### src/rtl/flatten_stage.sv
// flatten_stage: interleaves the two pooled channels (bank SEL_K0, bank SEL_K1)
// into the flattened bank SEL_OUT: K0[i] -> 2i, K1[i] -> 2i+1.
// Optional macro FLATTEN_CHECKSUM_EN adds a running unsigned sum of all
// written data on port cksum.
module flatten_stage #(
  parameter int unsigned N_ELEM  = 1024,
  parameter int unsigned DW      = 20,
  parameter logic [2:0]  SEL_K0  = 3'b011,
  parameter logic [2:0]  SEL_K1  = 3'b100,
  parameter logic [2:0]  SEL_OUT = 3'b101
) (
  input  logic          clk,
  input  logic          reset,
  input  logic          start,
  output logic          busy,
  output logic          done,
  output logic          crd,
  output logic [11:0]   caddr_rd,
  input  logic [DW-1:0] cdata_rd,
  output logic          cwr,
  output logic [11:0]   caddr_wr,
  output logic [DW-1:0] cdata_wr,
  output logic [2:0]    csel
`ifdef FLATTEN_CHECKSUM_EN
  ,
  output logic [DW+10:0] cksum
`endif
);

  typedef enum logic [2:0] {IDLE, RD0, RD1, WR0, WR1, FIN} state_t;

  localparam logic [10:0] IDX_LAST = 11'(N_ELEM - 1);

  state_t          state, state_nxt;
  logic [10:0]     idx;
  logic [DW-1:0]   d0, d1;

  // State register
  always_ff @(posedge clk or posedge reset) begin
    if (reset) state <= IDLE;
    else       state <= state_nxt;
  end

  // Element index, captured read data and busy/done flags
  always_ff @(posedge clk or posedge reset) begin
    if (reset) begin
      idx  <= '0;
      d0   <= '0;
      d1   <= '0;
      busy <= 1'b0;
      done <= 1'b0;
    end else begin
      done <= 1'b0;
      case (state)
        IDLE: if (start) begin
          idx  <= '0;
          busy <= 1'b1;
        end
        RD0: d0 <= cdata_rd;
        RD1: d1 <= cdata_rd;
        WR1: begin
          if (idx == IDX_LAST) begin
            busy <= 1'b0;
            done <= 1'b1;
          end else begin
            idx <= idx + 11'd1;
          end
        end
        default: ;
      endcase
    end
  end

  // Next state and combinational memory-interface decode
  always_comb begin
    state_nxt = state;
    crd       = 1'b0;
    cwr       = 1'b0;
    csel      = 3'b000;
    caddr_rd  = '0;
    caddr_wr  = '0;
    cdata_wr  = '0;
    case (state)
      IDLE: if (start) state_nxt = RD0;
      RD0: begin
        crd       = 1'b1;
        csel      = SEL_K0;
        caddr_rd  = {1'b0, idx};
        state_nxt = RD1;
      end
      RD1: begin
        crd       = 1'b1;
        csel      = SEL_K1;
        caddr_rd  = {1'b0, idx};
        state_nxt = WR0;
      end
      WR0: begin
        cwr       = 1'b1;
        csel      = SEL_OUT;
        caddr_wr  = {idx, 1'b0};
        cdata_wr  = d0;
        state_nxt = WR1;
      end
      WR1: begin
        cwr       = 1'b1;
        csel      = SEL_OUT;
        caddr_wr  = {idx, 1'b1};
        cdata_wr  = d1;
        state_nxt = (idx == IDX_LAST) ? FIN : RD0;
      end
      FIN:     state_nxt = IDLE;
      default: state_nxt = IDLE;
    endcase
  end

`ifdef FLATTEN_CHECKSUM_EN
  // Unsigned sum of every written word; cleared when a run is accepted
  always_ff @(posedge clk or posedge reset) begin
    if (reset)                      cksum <= '0;
    else if (state == IDLE && start) cksum <= '0;
    else if (cwr)                   cksum <= cksum + {11'd0, cdata_wr};
  end
`endif

endmodule

### config.mk
export PLATFORM = sky130hd
export DESIGN_NAME = flatten_stage
export DESIGN_NICKNAME = d
export VERILOG_FILES = /design/src/rtl/flatten_stage.sv
export SDC_FILE = /design/constraint.sdc
export NUM_CORES = 1
export LEC_CHECK = 0
export CORE_MARGIN = 4
export CORE_UTILIZATION = 50
export CTS_CLUSTER_DIAMETER = 40
export DETAILED_ROUTE_END_ITERATION = 12
export DONT_BUFFER_PORTS = 1
export GPL_TIMING_DRIVEN = 0
export PLACE_DENSITY = 0.71
export SLEW_MARGIN = 20
export SYNTH_ARGS = -nofsm -noshare
export SYNTH_HDL_FRONTEND = slang
export SYNTH_SLANG_ARGS = --single-unit
### constraint.sdc
create_clock -name clk -period 3.31 [get_ports clk]
set_input_delay 0.662 -clock clk [delete_from_list [all_inputs] [get_ports clk]]
set_output_delay 0.662 -clock clk [all_outputs]
set_load 0.01 [all_outputs]
# Word-level counts from Yosys, hierarchy flattened
# Index checks and enable logic that the tools add are counted.
# Widths: inputs -> output; s select.
# word_totals
ff_bits	56
inputBits	23
out_inout_bits	51
# op_classes
n_addsub	1
n_eq_ne	8
mux	17
n_reduce_logical	6
# op_table
op	count
$pmux 20 s2	1
$mux 11	3
$pmux 12 s2	1
$pmux 11 s2	1
$pmux 3 s5	1
$add 11x1->11 const B	1
$eq 11x10->1 const B	1
$pmux 3 s3	1
$eq 3x2->1 const B	2
$mux 1	6
$mux 3	2
$ne 2x2->1 const B	3
$reduce_and 3->1	2
$reduce_or 2->1	2
$eq 3x1->1 const B	1
$eq 3x3->1 const B	1
$logic_not 3->1	1
$pmux 1 s2	1
$reduce_bool 2->1	1

# Depth between registers and ports, before layout
# Gate-level depths: netlist of run 1.
# depth
ltp_word	3
mapped_depth	7

# Worst setup path before layout of run 1
# OpenSTA, ideal clock, no wires.
# synth_timing
path_type	register to output
from	register state[1]
to	output caddr_wr[10]
t_arrival_ns	1.489
required_ns	2.648
slack_ns	1.159
stages_incl_launch_ff	8
path_buffers	3
path_cell_list	dfrtp_1 -> buf_2 -> or3b_1 -> buf_6 -> inv_4 -> or2_1 -> buf_4 -> and2_1
# synth_between
elab_chain_len	2
elab_cells_between_ends	3
cone_classes	eq/ne: 2; mux: 1
# synth_rtl
element	line_no	rtl
start, declared	34	state_t state, state_nxt;
start signal, assigned	41	else state <= state_nxt;
$eq 3x3->1 or $eq 3x2->1 (tied branches)	83	case (state)
$pmux 12 s2 (*)	83	
end, declared	21	output logic [11:0] caddr_wr,
# Every way passes the cells marked *; elsewhere a longest branch is shown, timed or not.

# Worst setup path in the final report of run 1
# layout_timing
from	register state[1]
to	output caddr_wr[5]
# The elaborated chain is that of the path after synthesis.

==> summary.md, run 1 <==
| Metric | Value |
|---|---|
| Clock sink count | 56 |
| Clock period minus worst slack | 2.660 ns |
| Largest delay share family, worst path | simple AND/OR/NAND/NOR gates |
| Met1 Use GR | 20.48% |
| Crit path launch type | register |
| Buffers on Ports | 0 |
| Row cnt | 26 |
| GR Util met2 | 29.97% |
| Drc violations | 0 |
| Final #Nets | 251 |
| # fillers | 459 |
| Pins Over Slew Limit | 0 |
| Relative slew margins | 54.97% |
| Layout area overhead | 6.614% |
| Global-route wire length before repair | 8797 µm |
| Peak Freq | 376.0 MHz |
| Post-synth EDFFs | 0 |
| Setup CP Type | reg2out |
| Pre-CTS WS | 0.9770 ns |
| Chip width | 81.56 µm |
| Setup WS post-layout | 0.6504 ns |
| Setup violators final | 0 |
| GRT Util Overall | 17.66% |
| Area of the multi-input gates | 0.001186 mm² |
| Number of synthesis warnings | 0 |
| GR Overflow Total | 0 |
| Worst setup EP type | output pin |
| Reg clk slew, reported paths | 0.10 ns |
| Die area | 0.006651 mm² |
| Antenna violations before repair | 0 |
| Post-route ant nets | 0 |
| Clk pwr share | 14.2% |
| Synth Flop Type | dfrtp_1 |
| Worst skew pair latency | 0.31 ns |
| Post-synth net total | 244 |
| TritonCTS Buffers | 5 |
| P_sw | 970.1 µW |
| Vias | 1752 |
| Share of cells above drive strength 1 | 30.26% |
| Hold Fails Final Rpt | 0 |
| Sequential Power Share | 43.0% |
| Netlist cell types | 40 |
| Most Used Layer, Global Route | met2 |
| Per-cell routed wire length | 18.49 µm |
| Leading area contributor after synthesis | dfrtp_1 |
| Delay of the slowest cell on the worst path | 0.37 ns |
| Commonest cells in the netlist | dfrtp_1 (56), mux2_2 (41), a22o_1 (22), and2_1 (22), buf_2 (7) |
| Logic pwr share | 42.8% |
| Crit-path slowest cell | dfrtp_1 |
| Min-Delay Path Class | in2async |
| Chip height | 81.56 µm |
| Worst path arrival time | 2.00 ns |
| Max IR drop VDD | 0.5245 mV |
| Sum Neg Setup Slack | 0 ns |
| Largest net degree at the start of global routing | 57 |
| Switch share | 36.84% |
| Met3 GRT Util | 6.689% |
| Yosys reg bits | 56 |
| Number of diodes | 0 |
| Status | complete, no violations |
| Async SR Flop Fraction | 100.0% |
| IO Pins | 74 |
| Routability cong. | 0.8152 |
| Mean Syn Cell Area | 12.30 µm² |
| Post-CTS Hold Buffers | 0 |
| Crit path cell chain | buf_2 -> or3b_1 -> buf_6 -> inv_4 -> or2_1 -> buf_4 -> and2_1 |
| Starting DRT DRC Count | 65 |
| DRT Pass-1 Iters | 4 |
| Post-CTS sizing | 0 |
| Setup Buffers After CTS | 0 |
| Crit path max fanout | 10 |
| Sequential Area | 0.001401 mm² |
| Max Cap Viol | 0 |
| HPWL Detailed | 3869 µm |
| P per Cell Area | 913.2 mW/mm² |
| RSZ-0062 raised after global routing | no |
| Crit path buf inv count | 4 |
| H-tree Lvls | 2 |
| Post-Route WL | 5511 µm |
| Clock tree root buffer cell | clkbuf_8 |
| Clock tree buffer depth | 2 |
| Worst Max-Slew Pin Slew | 0.6754 ns |
| Synth Cell Area | 0.002705 mm² |
| Worst EP required | 2.65 ns |
| CTS tree | done |
| Vias per inst | 5.879 |
| Clock skew | 0.005820 ns |
| Gate Count Post-Synth | 220 |
| Count leader, synth | dfrtp_1 |
| Vias in the first global route | 1766 |
| Register area share after synthesis | 51.80% |
| Ranking of synthesized cells by area | dfrtp_1 (52%), mux2_2 (17%), a22o_1 (7.1%), and2_1 (5.1%), buf_4 (1.4%) |
| Initial Util | 52.30% |
| Power Internal | 1664 µW |
| Tcrit/Tclk final | 80.35% |
| Core area | 0.005172 mm² |
| Lkg Pwr | 0.001257 µW |
| Post-synth top area share | 51.80% |
[sequential cells by signal, indices dropped and copies added, names as in the netlist]
signal  count
d0         20
d1         20
busy        1
state       3
done        1
idx        11
[layout by cell type (no fill, tap or decap), types with 3 or more instances in the layout]
cell / synthesis / routed
clkbuf_1: 3 / 4
nand3_1: 3 / 3
buf_4: 5 / 5
and4_1: 3 / 3
nor2_1: 5 / 5
nand2_1: 3 / 3
nand2b_1: 3 / 3
o31ai_1: 3 / 3
nand4_1: 3 / 3
a31oi_1: 4 / 4
clkbuf_8: 0 / 5
a21oi_1: 5 / 5
o21ai_0: 4 / 4
buf_2: 7 / 7
a22o_1: 22 / 22
dfrtp_1: 56 / 56
mux2_2: 41 / 41
and2_1: 22 / 22
[worst paths after layout]
path                                    from          end  slack [ns]  cells after the start
max in group asynchronous              reset        d1[1]        2.54                      1
worst max-delay path                state[1]  caddr_wr[5]        0.65                      7
worst min register to register        d0[12]       d0[12]        0.52                      1
worst min-delay path                   reset       idx[3]        0.32                      1
min in group clk                cdata_rd[12]       d1[12]        0.50                      1
worst max register to register        idx[0]       idx[0]        1.35                      6
[metal layers]
layer,vias up,part of all wire [%]
li1,811,-
met1,865,41
met4,0,1.1
met2,69,49
met5,-,0
met3,7,8.7
[power by group through the flow]
stage / combinational (µW) / sequential [µW] / clock, µW
2_1_floorplan: 952 / 1100 / 0
3_3_place_gp: 1130 / 1140 / 0
3_5_place_dp: 1150 / 1150 / 0
4_1_cts: 1150 / 1130 / 391
5_1_grt: 1250 / 1170 / 421
6_report: 1130 / 1130 / 374
[area by class of cell]
cell class / instances / share of cell area [%]
Buffer: 17 / 3.471
Tap cell: 70 / 3.037
Inverter: 4 / 0.6941
Clock inverter: 2 / 0.5640
Multi-Input combinational cell: 143 / 41.13
Sequential cell: 56 / 48.59
Clock buffer: 6 / 2.516
[through the flow]
step	hold slack [ns]	util (%)	total power (µW)	cells	cell area, µm²
global placement	0.4898	53.99	2261	290	2793
finish	0.3220	55.76	2634	298	2884
floorplan	0.4779	-	2055	220	2705
detailed placement	0.4959	54.04	2298	290	2795
global route	0.3706	55.76	2839	298	2884
CTS	0.3531	55.76	2676	298	2884
[kinds of logic after synthesis]
logic type                 synth area share [%]
adders and majority gates                0.4625
muxes                                     17.07
DFF                                       51.80
other                                    0.1386
buffers and inverters                     4.348
xor gates and xnor gates                 0.6477
and+or+nand+nor                           12.03
AOI/OAI and AO/OA                         13.51
No activity file was read; power rests on OpenSTA's default activity.
==> run 2, diff against run 1 <==
==> constraint.sdc (replaced) <==
create_clock -name clk -period 2.5 [get_ports clk]
set_input_delay 0.5 -clock clk [delete_from_list [all_inputs] [get_ports clk]]
set_output_delay 0.5 -clock clk [all_outputs]
set_load 0.01 [all_outputs]
==> run 2 against run 1 <==
Against the previous run: non-clock buffer count is the same; utilization up 0.31 points; flip-flop and latch count stayed put; global-route usage stayed put; worst hold slack got worse by 0.16 ns; register-to-register slack worse by 0.82 ns; sequential power grew 33%; die area unchanged; clock power increased by 33%; critical endpoint is now caddr_wr[4]; largest power group is now combinational cells; highest routed layer unchanged.
==> summary.md, run 2 (synthesized netlist as in run 1, its figures left out) <==
| Metric | Value |
|---|---|
| Number of diodes | 0 |
| HPWL Detailed | 3869 µm |
| Routability cong. | 0.8152 |
| Crit path buf inv count | 4 |
| TritonCTS Buffers | 5 |
| Clock tree buffer depth | 2 |
| Global-route wire length before repair | 8797 µm |
| Hold Fails Final Rpt | 0 |
| RSZ-0062 raised after global routing | yes |
| Max IR drop VDD | 0.6865 mV |
| Initial Util | 52.30% |
| Vias in the first global route | 1766 |
| Row cnt | 26 |
| Setup violators final | 0 |
| Crit path launch type | register |
| GR Overflow Total | 0 |
| H-tree Lvls | 2 |
| Post-route ant nets | 0 |
| DRT Pass-1 Iters | 4 |
| Die area | 0.006651 mm² |
| Chip width | 81.56 µm |
| Biggest regs | d0 x20, d1 x20, idx x11 |
| Buffers on Ports | 0 |
| Relative slew margins | 55.14% |
| Status | complete, no violations |
| Peak Freq | 413.0 MHz |
| Layout area overhead | 7.215% |
| Worst setup EP type | output pin |
| Min-Delay Path Class | in2async |
| Clock period minus worst slack | 2.421 ns |
| Clock tree root buffer cell | clkbuf_8 |
| Crit path max fanout | 10 |
| Share of cells above drive strength 1 | 32.02% |
| Tcrit/Tclk final | 96.85% |
| Setup CP Type | reg2out |
| Chip height | 81.56 µm |
| Worst EP required | 2.00 ns |
| Core area | 0.005172 mm² |
| Delay of the slowest cell on the worst path | 0.37 ns |
| Setup WS post-layout | 0.07887 ns |
| Crit-path slowest cell | dfrtp_1 |
| Lkg Pwr | 0.001263 µW |
| Final #Nets | 251 |
| Worst Max-Slew Pin Slew | 0.6729 ns |
| Drc violations | 0 |
| Pre-CTS WS | 0.3290 ns |
| Starting DRT DRC Count | 82 |
| Most common cell after layout, fill and taps aside | dfrtp_1 |
| Crit path cell chain | buf_2 -> or3b_1 -> buf_6 -> inv_4 -> or2_4 -> buf_6 -> and2_1 |
| CTS tree | done |
| Reg clk slew, reported paths | 0.10 ns |
| Clock skew | 0.005459 ns |
| Per-cell routed wire length | 18.35 µm |
| Clock sink count | 56 |
| Max Cap Viol | 0 |
| Most frequent cells in the layout | dfrtp_1 (56), mux2_2 (41), a22o_1 (22) |
| Worst path arrival time | 1.92 ns |
| Antenna violations before repair | 0 |
| Largest net degree at the start of global routing | 57 |
| GRT Util Overall | 17.66% |
| Post-Route WL | 5468 µm |
| IO Pins | 74 |
| Worst skew pair latency | 0.31 ns |
| Vias per inst | 5.839 |
| Vias | 1740 |
| Pins Over Slew Limit | 0 |
| Crit path top cell by count | buf_6 |
| P per Cell Area | 1209 mW/mm² |
| Final design utilization | 56.07% |
| Largest delay share family, worst path | simple AND/OR/NAND/NOR gates |
[run 2: changes by cell type in the layout (fill, tap and decap cells not counted)]
| cell | previous run | this run |
|---|---|---|
| or2_4 | 0 | 1 |
| buf_6 | 1 | 2 |
| and2_1 | 22 | 19 |
| or2_1 | 2 | 1 |
| and2_4 | 0 | 3 |
| buf_2 | 7 | 6 |
[run 2: path summary, 6_finish.rpt]
kind,start,end,slack [ns],depth (start not counted)
max,state[1],caddr_wr[4],0.08,7
min,reset,idx[3],0.16,1
max reg2reg,idx[0],idx[0],0.53,6
min reg2reg,d0[19],d0[19],0.52,1
max in group asynchronous,reset,d1[14],1.89,1
min in group clk,cdata_rd[12],d1[12],0.34,1
[run 2: layout make-up]
cell class / instances / area (µm²)
Multi-Input combinational cell: 143 / 1196
Tap cell: 70 / 87.58
Clock inverter: 2 / 16.27
Sequential cell: 56 / 1401
Inverter: 4 / 20.02
Clock buffer: 6 / 72.57
Fill cell: 459 / 2272
Buffer: 17 / 106.4
[run 2: stage by stage]
stage	TNS, ns	instances	power [µW]	cell area [µm²]	hold slack (ns)
after CTS	0	298	3552	2890	0.1911
final	0	298	3507	2900	0.1594
after detailed placement	0	290	3043	2795	0.4959
after global placement	0	290	2994	2793	0.4898
after floorplan	0	220	2721	2705	0.4779
after global routing	-0.1826	298	3782	2900	0.2086
[run 2: power breakdown]
| group | total [µW] | switching, µW | leakage (µW) | internal (µW) |
|---|---|---|---|---|
| Clock | 496 | 295 | 0.0000414 | 200 |
| Combinational | 1510 | 786 | 0.000539 | 726 |
| Sequential | 1500 | 205 | 0.000682 | 1290 |
[run 2: repair_timing]
action                                  CTS  global route
resized for setup                         2             5
pin swaps                                 0             0
setup buffers                             0             0
hold endpoints to repair                  0             0
hold buffers                              0             0
endpoints found under the setup margin    9            22
[run 2: per-layer routing]
metal	track usage, %	vias up	part of all wire [%]	wire, µm
li1	-	810	-	-
met4	5.912	0	1.4	78
met1	20.48	862	42	2307
met3	6.689	9	8.5	463
met2	29.97	59	48	2618
met5	0	-	0	0
